--- src/rtl/matrix_uart_tx.sv ---
`default_nettype none
// ============================================================================
// Module   : matrix_uart_tx
// Purpose  : Reads an m x n matrix of 32-bit unsigned values row-major from
//            storage, converts each element to decimal ASCII and sends the
//            text on a UART line (8N1). Elements in a row are separated by a
//            single space, each row ends in CR LF, and there is no trailing
//            space. Leading zeros are suppressed; a zero value prints "0".
// Options  : `define MATRIX_UART_TX_HEADER_EN to prefix the output with the
//            header "m*n" CR LF built from the clamped dimensions.
// Ports    : clk          system clock
//            rst_n        asynchronous active-low reset
//            i_start      start pulse, ignored while busy or in the done cycle
//            i_base_addr  storage address of element (0,0)
//            i_m, i_n     row / column counts, clamped to MAX_DIM
//            o_rd_addr    storage read address
//            i_rd_data    storage read data, valid one cycle after o_rd_addr
//            o_busy       transfer in progress
//            o_done       one-cycle pulse after the last stop bit
//            o_uart_tx    serial line, idle high
// Revision : 1.0 - initial release
// ============================================================================
module matrix_uart_tx #(
    parameter int CLKS_PER_BIT = 217,
    parameter int MAX_DIM      = 5
) (
    input  logic        clk,
    input  logic        rst_n,
    input  logic        i_start,
    input  logic [8:0]  i_base_addr,
    input  logic [31:0] i_m,
    input  logic [31:0] i_n,
    output logic [8:0]  o_rd_addr,
    input  logic [31:0] i_rd_data,
    output logic        o_busy,
    output logic        o_done,
    output logic        o_uart_tx
);

    localparam int DIM_W = $clog2(MAX_DIM + 1);
    localparam int CNT_W = (CLKS_PER_BIT > 1) ? $clog2(CLKS_PER_BIT) : 1;
    localparam logic [CNT_W-1:0] CNT_LAST = CNT_W'(CLKS_PER_BIT - 1);
    localparam logic [DIM_W-1:0] DIM_ONE  = DIM_W'(1);
    localparam logic [DIM_W-1:0] DIM_MAX  = DIM_W'(MAX_DIM);
    localparam logic [7:0] CH_SPACE = 8'h20;
    localparam logic [7:0] CH_STAR  = 8'h2A;
    localparam logic [7:0] CH_CR    = 8'h0D;
    localparam logic [7:0] CH_LF    = 8'h0A;

    typedef enum logic [3:0] {
        S_IDLE       = 4'd0,
        S_SETUP      = 4'd1,
        S_RD_REQ     = 4'd2,
        S_RD_WAIT    = 4'd3,
        S_CONV       = 4'd4,
        S_SEND_DIGIT = 4'd5,
        S_SEP        = 4'd6,
        S_DRAIN      = 4'd7,
        S_DONE       = 4'd8
    } state_t;

    // Which number the converter is currently printing.
    typedef enum logic [1:0] {
        PH_HDR_M = 2'd0,
        PH_HDR_N = 2'd1,
        PH_ELEM  = 2'd2
    } phase_t;

    state_t            state_q, state_d;
    phase_t            phase_q, phase_d;
    logic [8:0]        addr_q, addr_d;
    logic [DIM_W-1:0]  m_q, m_d, n_q, n_d;
    logic [DIM_W-1:0]  row_q, row_d, col_q, col_d;
    logic [31:0]       val_q, val_d;
    logic [3:0]        pidx_q, pidx_d;
    logic [3:0]        digit_q, digit_d;
    logic              started_q, started_d;
    logic              last_q, last_d;
    logic [7:0]        byte_q, byte_d;
    logic              sep2_q, sep2_d;

    logic              push;
    logic [7:0]        push_byte;
    logic [DIM_W-1:0]  m_clamp, n_clamp;
    logic [31:0]       pow;

    // Serialiser: one holding byte in front of a 10-bit frame shifter, so
    // the next byte is queued long before the current stop bit ends.
    logic              hold_valid_q;
    logic [7:0]        hold_byte_q;
    logic              tx_active_q;
    logic [9:0]        tx_shift_q;
    logic [3:0]        tx_bit_q;
    logic [CNT_W-1:0]  tx_cnt_q;
    logic              frame_end;
    logic              tx_load;

    // Power of ten selected by the converter index (index 0 -> 10^9).
    function automatic logic [31:0] pow10(input logic [3:0] idx);
        case (idx)
            4'd0:    return 32'd1000000000;
            4'd1:    return 32'd100000000;
            4'd2:    return 32'd10000000;
            4'd3:    return 32'd1000000;
            4'd4:    return 32'd100000;
            4'd5:    return 32'd10000;
            4'd6:    return 32'd1000;
            4'd7:    return 32'd100;
            4'd8:    return 32'd10;
            default: return 32'd1;
        endcase
    endfunction

    always_comb begin
        m_clamp = (i_m > 32'(MAX_DIM)) ? DIM_MAX : i_m[DIM_W-1:0];
        n_clamp = (i_n > 32'(MAX_DIM)) ? DIM_MAX : i_n[DIM_W-1:0];
        pow     = pow10(pidx_q);
    end

    always_ff @(posedge clk or negedge rst_n) begin
        if (!rst_n) begin
            state_q   <= S_IDLE;
            phase_q   <= PH_ELEM;
            addr_q    <= 9'd0;
            m_q       <= '0;
            n_q       <= '0;
            row_q     <= '0;
            col_q     <= '0;
            val_q     <= 32'd0;
            pidx_q    <= 4'd0;
            digit_q   <= 4'd0;
            started_q <= 1'b0;
            last_q    <= 1'b0;
            byte_q    <= 8'h00;
            sep2_q    <= 1'b0;
        end else begin
            state_q   <= state_d;
            phase_q   <= phase_d;
            addr_q    <= addr_d;
            m_q       <= m_d;
            n_q       <= n_d;
            row_q     <= row_d;
            col_q     <= col_d;
            val_q     <= val_d;
            pidx_q    <= pidx_d;
            digit_q   <= digit_d;
            started_q <= started_d;
            last_q    <= last_d;
            byte_q    <= byte_d;
            sep2_q    <= sep2_d;
        end
    end

    always_comb begin
        state_d   = state_q;
        phase_d   = phase_q;
        addr_d    = addr_q;
        m_d       = m_q;
        n_d       = n_q;
        row_d     = row_q;
        col_d     = col_q;
        val_d     = val_q;
        pidx_d    = pidx_q;
        digit_d   = digit_q;
        started_d = started_q;
        last_d    = last_q;
        byte_d    = byte_q;
        sep2_d    = sep2_q;
        push      = 1'b0;
        push_byte = 8'h00;

        case (state_q)
            S_IDLE: begin
                if (i_start) begin
                    addr_d  = i_base_addr;
                    m_d     = m_clamp;
                    n_d     = n_clamp;
                    row_d   = '0;
                    col_d   = '0;
                    sep2_d  = 1'b0;
                    state_d = S_SETUP;
                end
            end
            S_SETUP: begin
`ifdef MATRIX_UART_TX_HEADER_EN
                val_d     = 32'(m_q);
                phase_d   = PH_HDR_M;
                pidx_d    = 4'd0;
                digit_d   = 4'd0;
                started_d = 1'b0;
                state_d   = S_CONV;
`else
                phase_d = PH_ELEM;
                state_d = (m_q == '0 || n_q == '0) ? S_DONE : S_RD_REQ;
`endif
            end
            S_RD_REQ: state_d = S_RD_WAIT;
            S_RD_WAIT: begin
                val_d     = i_rd_data;
                pidx_d    = 4'd0;
                digit_d   = 4'd0;
                started_d = 1'b0;
                state_d   = S_CONV;
            end
            S_CONV: begin
                if (val_q >= pow) begin
                    val_d   = val_q - pow;
                    digit_d = digit_q + 4'd1;
                end else begin
                    // Power finished: the units position always prints so
                    // that a zero value still yields "0".
                    digit_d = 4'd0;
                    if (pidx_q != 4'd9)
                        pidx_d = pidx_q + 4'd1;
                    if (started_q || digit_q != 4'd0 || pidx_q == 4'd9) begin
                        byte_d    = {4'h3, digit_q};
                        last_d    = (pidx_q == 4'd9);
                        started_d = 1'b1;
                        state_d   = S_SEND_DIGIT;
                    end
                end
            end
            S_SEND_DIGIT: begin
                if (!hold_valid_q) begin
                    push      = 1'b1;
                    push_byte = byte_q;
                    state_d   = last_q ? S_SEP : S_CONV;
                end
            end
            S_SEP: begin
                if (!hold_valid_q) begin
                    push = 1'b1;
                    if (phase_q == PH_HDR_M) begin
                        push_byte = CH_STAR;
                        val_d     = 32'(n_q);
                        phase_d   = PH_HDR_N;
                        pidx_d    = 4'd0;
                        digit_d   = 4'd0;
                        started_d = 1'b0;
                        state_d   = S_CONV;
                    end else if (!sep2_q && phase_q == PH_ELEM && col_q != n_q - DIM_ONE) begin
                        push_byte = CH_SPACE;
                        col_d     = col_q + DIM_ONE;
                        addr_d    = addr_q + 9'd1;
                        state_d   = S_RD_REQ;
                    end else if (!sep2_q) begin
                        push_byte = CH_CR;
                        sep2_d    = 1'b1;
                    end else begin
                        push_byte = CH_LF;
                        sep2_d    = 1'b0;
                        if (phase_q == PH_HDR_N) begin
                            phase_d = PH_ELEM;
                            state_d = (m_q == '0 || n_q == '0) ? S_DRAIN : S_RD_REQ;
                        end else begin
                            col_d = '0;
                            if (row_q == m_q - DIM_ONE) begin
                                state_d = S_DRAIN;
                            end else begin
                                row_d   = row_q + DIM_ONE;
                                addr_d  = addr_q + 9'd1;
                                state_d = S_RD_REQ;
                            end
                        end
                    end
                end
            end
            S_DRAIN: begin
                // Leave on the final stop-bit cycle so o_done lands in the
                // cycle right after it.
                if (!hold_valid_q && (!tx_active_q || frame_end))
                    state_d = S_DONE;
            end
            S_DONE:  state_d = S_IDLE;
            default: state_d = S_IDLE;
        endcase
    end

    assign frame_end = tx_active_q && (tx_cnt_q == CNT_LAST) && (tx_bit_q == 4'd9);
    assign tx_load   = hold_valid_q && (!tx_active_q || frame_end);

    always_ff @(posedge clk or negedge rst_n) begin
        if (!rst_n) begin
            hold_valid_q <= 1'b0;
            hold_byte_q  <= 8'h00;
            tx_active_q  <= 1'b0;
            tx_shift_q   <= 10'h3FF;
            tx_bit_q     <= 4'd0;
            tx_cnt_q     <= '0;
        end else begin
            if (tx_load) begin
                hold_valid_q <= 1'b0;
                tx_active_q  <= 1'b1;
                tx_shift_q   <= {1'b1, hold_byte_q, 1'b0};
                tx_bit_q     <= 4'd0;
                tx_cnt_q     <= '0;
            end else if (tx_active_q) begin
                if (tx_cnt_q == CNT_LAST) begin
                    tx_cnt_q <= '0;
                    if (tx_bit_q == 4'd9) begin
                        tx_active_q <= 1'b0;
                    end else begin
                        tx_bit_q   <= tx_bit_q + 4'd1;
                        tx_shift_q <= {1'b1, tx_shift_q[9:1]};
                    end
                end else begin
                    tx_cnt_q <= tx_cnt_q + CNT_W'(1);
                end
            end
            // Pushes only happen while the holding byte is empty, so they
            // never collide with a load.
            if (push) begin
                hold_valid_q <= 1'b1;
                hold_byte_q  <= push_byte;
            end
        end
    end

    assign o_uart_tx = tx_active_q ? tx_shift_q[0] : 1'b1;
    assign o_rd_addr = addr_q;
    assign o_busy    = (state_q != S_IDLE) && (state_q != S_DONE);
    assign o_done    = (state_q == S_DONE);

endmodule
`default_nettype wire

--- config.mk ---
export PLATFORM = sky130hd
export DESIGN_NAME = matrix_uart_tx
export DESIGN_NICKNAME = d
export VERILOG_FILES = /design/src/rtl/matrix_uart_tx.sv
export SDC_FILE = /design/constraint.sdc
export NUM_CORES = 1
export LEC_CHECK = 0
export CAP_MARGIN = 20
export CELL_PAD_IN_SITES_DETAIL_PLACEMENT = 1
export CELL_PAD_IN_SITES_GLOBAL_PLACEMENT = 2
export CORE_MARGIN = 2
export CORE_UTILIZATION = 39
export DETAILED_ROUTE_END_ITERATION = 7
export DONT_BUFFER_PORTS = 1
export PLACE_DENSITY = 0.91
export RECOVER_POWER = 100
export SLEW_MARGIN = 20
export SYNTH_ARGS = -nofsm -noshare
export SYNTH_HDL_FRONTEND = slang
export SYNTH_SLANG_ARGS = --single-unit
--- constraint.sdc ---
create_clock -name clk -period 4.4 [get_ports clk]
set_clock_uncertainty 0.2 [all_clocks]
set_input_delay 1.1 -clock clk [delete_from_list [all_inputs] [get_ports clk]]
set_output_delay 1.1 -clock clk [all_outputs]
set_load 0.01 [all_outputs]
==> results of run 1 <==
worst reg2reg max path, delay by kind of cell (launching register included):
family,cells,cell delay (ns)
compound gates,3,0.78
fa+ha+maj,2,0.69
buf+inv,2,0.38
flops,1,0.50
simple gates,6,1.40
worst max-delay path by stage:
stage	startpoint	cells after the start	end
2_1_floorplan	pidx_q[1]	12	val_q[1]
3_3_place_gp	pidx_q[0]	13	val_q[7]
3_5_place_dp	pidx_q[0]	13	val_q[7]
4_1_cts	pidx_q[0]	13	val_q[7]
5_1_grt	pidx_q[0]	14	state_q[3]
6_report	pidx_q[1]	13	val_q[3]
power by group:
part           switching (mW)  total, mW  internal [mW]
logic                 0.00583     0.0145        0.00866
clock network           0.417      0.832          0.415
registers                   0      0.955          0.955
total                   0.423       1.80           1.38
per-stage QoR:
stage	util	setup WS, ns	power (mW)	hold WS [ns]	instances
2_1_floorplan	-	1.021	0.9869	0.2311	912
3_3_place_gp	0.4107	0.3795	0.9885	0.2436	1138
3_5_place_dp	0.4107	0.08848	0.9887	0.2556	1138
4_1_cts	0.4264	0.08132	1.827	0.2138	1154
5_1_grt	0.4256	0.03761	1.870	0.2028	1157
6_report	0.4256	0.3372	1.802	0.2275	1157
placed cells by master, fill, tap and decap left out, types with 13 or more instances in the layout:
master      n
ha_1       51
a221oi_1   13
nand2_1   104
dfrtp_1    94
a21o_1     13
inv_1      37
nor2_1    105
xnor2_1    15
a21oi_1    77
xor2_1     15
nor4_1     17
nand2b_1   15
a31oi_1    17
nand4_1    15
or3_1      14
nand3_1    25
o21ai_0    72
flip-flops by register name, indices dropped and copies added (netlist names), 2 cells and up:
| name | count |
|---|---|
| tx_shift_q | 9 |
| o_rd_addr | 9 |
| hold_byte_q | 6 |
| state_q | 4 |
| col_q | 3 |
| byte_q | 5 |
| row_q | 3 |
| n_q | 3 |
| tx_cnt_q | 8 |
| m_q | 3 |
| tx_bit_q | 4 |
| val_q | 32 |
| phase_q | 2 |
| digit_q | 4 |
| pidx_q | 4 |
repair_timing:
item | in CTS | in global routing
buffers inserted | 0 | 1
resized for setup | 0 | 6
endpoints found under the setup margin | 0 | 34
kinds of logic after synthesis:
group | after synthesis | share of synthesized area
and+or+nand+nor | 353 | 0.2256
AOI/OAI and AO/OA | 280 | 0.2392
DFF | 104 | 0.3449
buffers and inverters | 80 | 0.04803
adders and majority gates | 52 | 0.08681
xor gates and xnor gates | 32 | 0.04060
muxes | 11 | 0.01485
final cells by class:
class                      instances  area, µm²
timing repair buffer               9      61.31
fill                            2310      10850
clock buffer                      10      239.0
sequential                       104       2615
multi-input combinational        730       4601
inverter                          38      142.6
tap                              260      325.3
clock inverter                     6      56.30
per-layer routing:
metal,global-route usage,up-vias,part of all wire
li1,-,3270,-
met1,0.2836,3430,0.45
met2,0.3634,101,0.49
met3,0.03932,27,0.028
met4,0.06605,0,0.024
met5,0,-,0
==> reports/qor.yml, run 1 <==
cts.sinks: 104
drt_iter0_drc: 347
netlist_area_um2: 7581
clk_pin_slew_worst_paths_ns: 0.08
rsz0062_at_grt: "no"
track_usage: 0.2164
worstSetupEndpointType: "register"
wl_per_cell_um: 19.49
r2r_slack_ns: 0.34
gr-total-overflow: 0
reg2reg_from: "pidx_q[1]"
synth_edf_count: 0
critPathKind: "register to register"
synth_flop_cell: "dfrtp_1"
antenna_cells: 0
vias: 6828
gp_congestion: 0.8719
first_global_vias: 6887
ys_ff_latch: 104
drive_above_1_share: 0.06800
syn2layout_area_growth_pct: 6.057
crit_family: "simple AND/OR/NAND/NOR gates"
fin_crit_ns: 4.063
insertion_delay_ns: 0.37
r2r_cells: 13
hp-class: "input pin to async pin"
critical_path_arrival_ns: 4.11
hold_buffers: 0
cts-buffers-inserted: 9
worst_pin_slew_ns: 1.173
vias_per_cell: 5.901
wl_mm: 22.55
syn_nets: 1072
cp_max_fo: 12
io_pins: 120
timing.rr.end: "val_q[3]"
antenna_found_initial: 0
synth_top_area_share: 0.3103
p_leak_nw: 3.521
crit_top_cell: "ha_1"
ys_seq_area_frac: 0.3449
antenna_left: 0
start_util: 0.4013
place_area_um2: 7760
yosys_warnings: 0
core_area_um2: 18890
die-area_um2: 20570
post-synth-top-count-cell: "nor2_1"
cts_tree: "done"
avgSynthCellArea_um2: 8.313
grt_max_degree: 105
cts-root-buf: "clkbuf_16"
die-width_um: 143.4
async_flop_share: 1.000
portBuffers: 0
rows: 50
slew_headroom: 0.2180
synth_common_cells: "105 x nor2_1, 104 x nand2_1, 94 x dfrtp_1"
place_hpwl_mm: 16.28
htree_num_levels: 3
start_kind: "register"
ir_drop_uv: 169.4
synth_cell_types: 80
grt_pass1_wl_mm: 35.54
syn_inst: 912
status: "finished, final reports clean"
yosys-top-cells-area: "dfrtp_1 31%, ha_1 8.4%, nor2_1 5.2%, nand2_1 5.1%, a21oi_1 5.0%"
drc_errors: 0
cts.path.max_buffers: 2
fin_setup_tns_ns: 0
max_freq_mhz: 246.1
dieHeight_um: 143.4
max_stage_delay_ns: 0.53
maxSlewViolCount: 0
slowest_stage: "or4_1"
path_buf_inv: 2
critical_path_required_ns: 4.44
synth_top_cell_by_area: "dfrtp_1"
path_cells: "inv_1 -> ha_1 -> nand2b_1 -> or2_2 -> ha_1 -> nand4_1 -> or4_1 -> o21ai_2 -> nand2_4 -> a21o_1 -> buf_4 -> a221oi_1 -> nor2_1"
power.density_nw_per_um2: 224.1
finalSetupViolCount: 0
drv_cap: 0
nNetsFinal: 1052
drt_first_pass_iters: 6
hold_violations: 0
min_period_over_period: 0.9234
fin_area_um2: 8040
Note: power is estimated with default switching activity, not from simulation.
==> run 2, diff against run 1 <==
--- a/config.mk
+++ b/config.mk
@@ -18,3 +18,4 @@
 export SYNTH_ARGS = -nofsm -noshare
 export SYNTH_HDL_FRONTEND = slang
 export SYNTH_SLANG_ARGS = --single-unit
+export TNS_END_PERCENT = 20
==> results of run 2 <==
Same layout as run 1: the final DEF is identical, and so are final timing and power.
